File: src/rtl/muldiv_sequencer.sv
// Iterative 32-step multiply / restoring-divide sequencer; sole writer of the HI/LO pair.
// MTHI/MTLO pass straight through to the write ports while idle.
module muldiv_sequencer (
    input  logic        Clk,
    input  logic        Reset,
    input  logic        Start,
    input  logic [1:0]  MulDivOp,
    input  logic [31:0] OpA,
    input  logic [31:0] OpB,
    input  logic        MtHi,
    input  logic        MtLo,
    input  logic [31:0] MtData,
    input  logic        IdHiLoUse,
    output logic [31:0] HiRe,
    output logic [31:0] LoRe,
    output logic        WEHI,
    output logic        WELO,
    output logic        Busy,
    output logic        Stall
);

    typedef enum logic [1:0] {IDLE, RUN, DONE} state_t;

    state_t      state;
    logic [5:0]  cnt;
    logic [63:0] acc;
    logic [31:0] b_q;
    logic        is_div;
    logic        neg_res;
    logic        neg_rem;
    logic        div_zero;
    logic [31:0] hi_q;
    logic [31:0] lo_q;
    logic        wr_q;

    logic        is_signed;
    logic        a_neg;
    logic        b_neg;
    logic [31:0] a_mag;
    logic [31:0] b_mag;
    logic [32:0] mul_sum;
    logic [32:0] div_trial;
    logic [63:0] acc_next;
    logic [63:0] prod_fix;
    logic [31:0] quo_fix;
    logic [31:0] rem_fix;
    logic        mt_hi;
    logic        mt_lo;

    // acc holds {upper partial product, multiplier} for multiply and {rem, quo} for divide.
    always_comb begin
        is_signed = ~MulDivOp[0];
        a_neg     = is_signed & OpA[31];
        b_neg     = is_signed & OpB[31];
        a_mag     = a_neg ? -OpA : OpA;
        b_mag     = b_neg ? -OpB : OpB;

        mul_sum   = {1'b0, acc[63:32]} + {1'b0, b_q};
        div_trial = acc[63:31] - {1'b0, b_q};

        if (is_div)
            acc_next = div_trial[32] ? {acc[62:0], 1'b0}
                                     : {div_trial[31:0], acc[30:0], 1'b1};
        else
            acc_next = acc[0] ? {mul_sum, acc[31:1]} : {1'b0, acc[63:1]};

        prod_fix = neg_res ? -acc_next : acc_next;
        // A zero divisor leaves quo all-ones and rem = |OpA|, so only the quotient needs overriding.
        quo_fix  = div_zero ? 32'hFFFF_FFFF
                            : (neg_res ? -acc_next[31:0] : acc_next[31:0]);
        rem_fix  = neg_rem ? -acc_next[63:32] : acc_next[63:32];

        mt_hi    = MtHi & ~Start & (state == IDLE);
        mt_lo    = MtLo & ~Start & (state == IDLE);
    end

    // NOTE: sequential state uses non-blocking assignments so every register samples pre-edge values.
    always_ff @(posedge Clk or posedge Reset) begin
        if (Reset) begin
            state    <= IDLE;
            cnt      <= 6'd0;
            acc      <= 64'd0;
            b_q      <= 32'd0;
            is_div   <= 1'b0;
            neg_res  <= 1'b0;
            neg_rem  <= 1'b0;
            div_zero <= 1'b0;
            hi_q     <= 32'd0;
            lo_q     <= 32'd0;
            wr_q     <= 1'b0;
        end else begin
            case (state)
                IDLE: begin
                    wr_q <= 1'b0;
                    if (Start) begin
                        is_div   <= MulDivOp[1];
                        acc      <= {32'd0, a_mag};
                        b_q      <= b_mag;
                        neg_res  <= a_neg ^ b_neg;
                        neg_rem  <= a_neg;
                        div_zero <= MulDivOp[1] & (OpB == 32'd0);
                        cnt      <= 6'd0;
                        state    <= RUN;
                    end
                end
                RUN: begin
                    acc <= acc_next;
                    cnt <= cnt + 6'd1;
                    if (cnt == 6'd31) begin
                        state <= DONE;
                        wr_q  <= 1'b1;
                        if (is_div) begin
                            hi_q <= rem_fix;
                            lo_q <= quo_fix;
                        end else begin
                            {hi_q, lo_q} <= prod_fix;
                        end
                    end
                end
                DONE: begin
                    wr_q  <= 1'b0;
                    state <= IDLE;
                end
                default: state <= IDLE;
            endcase
        end
    end

    always_comb begin
        WEHI  = wr_q | mt_hi;
        WELO  = wr_q | mt_lo;
        HiRe  = wr_q ? hi_q : (mt_hi ? MtData : 32'd0);
        LoRe  = wr_q ? lo_q : (mt_lo ? MtData : 32'd0);
        Busy  = (state != IDLE) | Start;
        Stall = IdHiLoUse & Busy;
    end

endmodule

File: config.mk
export PLATFORM = sky130hd
export DESIGN_NAME = muldiv_sequencer
export DESIGN_NICKNAME = d
export VERILOG_FILES = /design/src/rtl/muldiv_sequencer.sv
export SDC_FILE = /design/constraint.sdc
export NUM_CORES = 1
export LEC_CHECK = 0
export ABC_AREA = 0
export ABC_CLOCK_PERIOD_IN_PS = 7500
export BUFFER_PORTS_ARGS = -buffer_cell sky130_fd_sc_hd__clkbuf_2
export CAP_MARGIN = 20
export CORE_UTILIZATION = 30
export DETAILED_ROUTE_END_ITERATION = 7
export PLACE_DENSITY_LB_ADDON = 0.12
export SYNTH_ARGS = -nofsm -noshare
export SYNTH_HDL_FRONTEND = slang
export SYNTH_SLANG_ARGS = --single-unit
File: constraint.sdc
create_clock -name Clk -period 7.5 [get_ports Clk]
set_input_delay 0.375 -clock Clk [delete_from_list [all_inputs] [get_ports Clk]]
set_output_delay 0.375 -clock Clk [all_outputs]
set_load 0.05 [all_outputs]
==> implementation parameters <==
Parameter                              Value

Status
  Status    finished, final reports clean

Cells and area
  Number of nets in the finished design    approximately 2300
  Layout cells sized above 1    13.3%
  Post-Route Utilization    34.9%
  Multi-input combinational cell area    approximately 11000 um2
  Post-route standard cell area excluding fillers    18000 um2
  Syn-to-layout area delta    13.8%
  Antenna cells    0
  Fill count    5477
  Sequential cell area    around 4300 um2
  Most common cell after layout, fill and taps aside    nand2_1
  Most frequent cells in the layout    261 x nand2_1, 176 x o21ai_0, 171 x dfrtp_1, 171 x clkbuf_2, 159 x a21oi_1

CTS
  CTS tree    done
  Number of buffers inserted during clock tree synthesis    17
  Total clock sinks    173
  Number of buffers on the longest clock path    2
  Clk Latency, worst-skew pair    0.51 ns
  Number of gates resized after CTS    0
  Clock-pin transition on the worst setup and hold timing paths    approximately 0.080 ns
  Root buffer cell    clkbuf_16
  Post-CTS setup buffer count    0
  Number of H-tree levels    4
  Number of hold buffers added after cts    0

Placed design
  Placed cell areas    17300 um2
  Count of input and output buffers    around 170
  Pre-CTS setup slack    about 1.6 ns
  Final weighted congestion in routability-driven placement    approximately 0.9
  Final HPWL from detailed placement    between 50000 and 60000 um

Critical path
  CP Buf/Inv Count    2
  Startpoint of the lowest-slack register-to-register path    acc[31]
  Sort of element at the start of the critical path    register
  Arrival @ worst endpoint    6.23 ns
  Cell with the largest stage delay on the worst path    nor3_4
  Cell family with most CP delay    simple AND/OR/NAND/NOR gates
  Crit path max fanout    19
  Origin of the worst setup path    acc[31]
  Ordered list of cells on the worst path    inv_1 > ha_1 > inv_1 > fa_1 > a211oi_2 > o211a_1 > o211ai_2 > and3_1 > nor3_4 > nor3_1 > a21oi_1 > ha_1 > o21ai_0 > nor2_1 > nand3_1 > nor2_1 > nand2_1 > nand2_1 > and2_1 > nand2_1 > o21ai_0 > xnor2_1 > o21ai_0
  Capturing element type of the critical path    register
  Critical path type    register to register
  Delay of the slowest critical-path stage    roughly 0.70 ns
  Required time at the worst-slack endpoint    7.86 ns

Detailed routing
  Drt initial violations    1555
  Detailed-route vias per instance    5.68
  Number of DRC violations after detailed routing    0
  Routed wire per std cell    ~23 um
  Wirelength, routed    roughly 64000 um
  Antenna violation net count after detailed routing    0
  Total number of vias    16100
  Number of search-and-repair iterations in the first detailed-routing pass    5

Global route
  All-layer global routing usage    around 24%
  Wire length of the first global-routing pass    approximately 97000 um
  Global route overflow    0
  Number of antenna violations at the first check in global routing    1
  Number of global-route vias before repair    around 15000
  Pin count of the biggest net entering global routing    98

Min path
  Hold Crit Class    primary input to asynchronous set/reset pin

Timing
  Shortest period the worst path allows    roughly 5.9 ns
  Unrepaired setup endpoints after global routing    no
  Worst hold slack    ~0.037 ns
  Slew margin rel.    around 28%
  Upper clock frequency limit    about 0.17 GHz
  Final Max Slew Viols    0
  Worst Max-Slew Pin Slew    approximately 1.1 ns
  Final setup skew    between 0.015 and 0.02 ns
  Final setup TNS    0 ns
  Total setup violations reported at the end of the flow    0
  PnR worst setup slack    1.63 ns
  Final period utilization    between 70% and 80%
  Total count of hold-check failures in the final report    0

Logic synthesis
  Adder-Cell Fraction of Synth Area    around 5.7%
  Ys async rst share    between 90% and 100%
  Dominant combinational cell family by area after synthesis    compound AO/OA/AOI/OAI gates
  Post-synth EDFFs    0
  Xor and xnor fraction of the mapped netlist area    around 8.6%
  Sequential fraction of the synthesis area    a little over a quarter
  Flip-flop and latch count after synthesis    ~170
  Synth Net Count    roughly 2200
  Post-synthesis mux area share    2.68%
  Top FF cell, synth    dfrtp_1
  Synth warnings    0
  Number of cells produced by synthesis    a little over 2000
  Netlist area before placement    15900 um2
  Post-synthesis area per instance    between 7 and 8 um2
  Post-synthesis compound-gate area fraction    slightly below 30%
  Unique cell type count in the Yosys netlist    91
  Simple-gate portion of the synthesized area    21.6%

Flow run
  Count of max-cap constraint violations    0

Floorplanning
  Height of the die    ~230 um
  Die outline width    approximately 230 um
  Initial standard-cell utilization of the core    30.7%
  Std-Cell Core Area    approximately 52000 um2
  Number of top-level pins    172
  Row Count    83
  Overall die area    53800 um2

Power and ir drop
  Maximum ir drop on the vdd rail    between 200 and 250 uV
  Total power density per cell area    488 nW/um2
  Leakage component of the power    7.64 nW
-- registers in the layout, indices dropped and copies added (netlist names) --
register  flops
state         2
neg_res       1
wr_q          1
cnt           6
acc          64
b_q          32
hi_q         32
div_zero      1
neg_rem       1
is_div        1
lo_q         32
-- synthesized netlist by cell type (50+ instances only) --
master    count  share of area (%)
nand2_1     262                6.2
o21ai_0     176                5.6
dfrtp_1     173                 27
a21oi_1     160                5.1
nor2_1      132                3.1
xnor2_1     100                5.5
clkbuf_1     93                2.2
inv_1        71                1.7
ha_1         69                5.4
a22o_1       64                3.5
nand3_1      62                2.0
xor2_1       56                3.1
nor3_1       53                1.7
nor2b_1      50                2.0
-- worst paths after layout --
| check | to | slack [ns] | depth (start not counted) |
|---|---|---|---|
| max in group asynchronous | wr_q | 6.06 | 3 |
| hold / removal | b_q[4] | 0.04 | 2 |
| setup / recovery | hi_q[10] | 1.63 | 23 |
| hold reg to reg | hi_q[31] | 0.50 | 2 |
| min in group Clk | is_div | 0.13 | 3 |
| setup reg to reg | hi_q[10] | 1.63 | 23 |
-- power by group --
part           switching (W)  leakage (nW)  total (W)  internal, W
sequential          0.000396          2.07    0.00160      0.00121
clock               0.000483         0.298   0.000991     0.000508
combinational        0.00406          5.28    0.00621      0.00215
-- logic make-up after synthesis --
kind of cell | count (synthesis)
simple gates | 710
compound gates | 693
buf+inv | 198
flops | 173
xor+xnor | 156
fa+ha+maj | 71
mux | 42
-- routing by layer --
metal / GRT usage (%) / part of all wire (%) / up-vias
met1: 35.4 / 50 / 7852
li1: - / - / 7708
met4: 5.98 / 1.6 / 0
met5: 0 / 0 / -
met3: 3.71 / 5.5 / 52
met2: 36.1 / 43 / 496
-- through the flow --
step | instances | power [W]
3_3_place_gp | 2797 | 0.00769
5_1_grt | 2834 | 0.00946
4_1_cts | 2829 | 0.00873
2_1_floorplan | 2043 | 0.00576
3_5_place_dp | 2797 | 0.00770
6_report | 2834 | 0.00880
-- final cells by class --
| class | count | share of cell area, % |
|---|---|---|
| inverters | 73 | 1.55 |
| multi-input cells | 1672 | 59.7 |
| well taps | 680 | 4.72 |
| clock buffers | 17 | 2.36 |
| flip-flops and latches | 173 | 24.0 |
| repair buffers | 204 | 6.52 |
| clock inverters | 15 | 1.09 |
No activity file was read; power rests on OpenSTA's default activity.
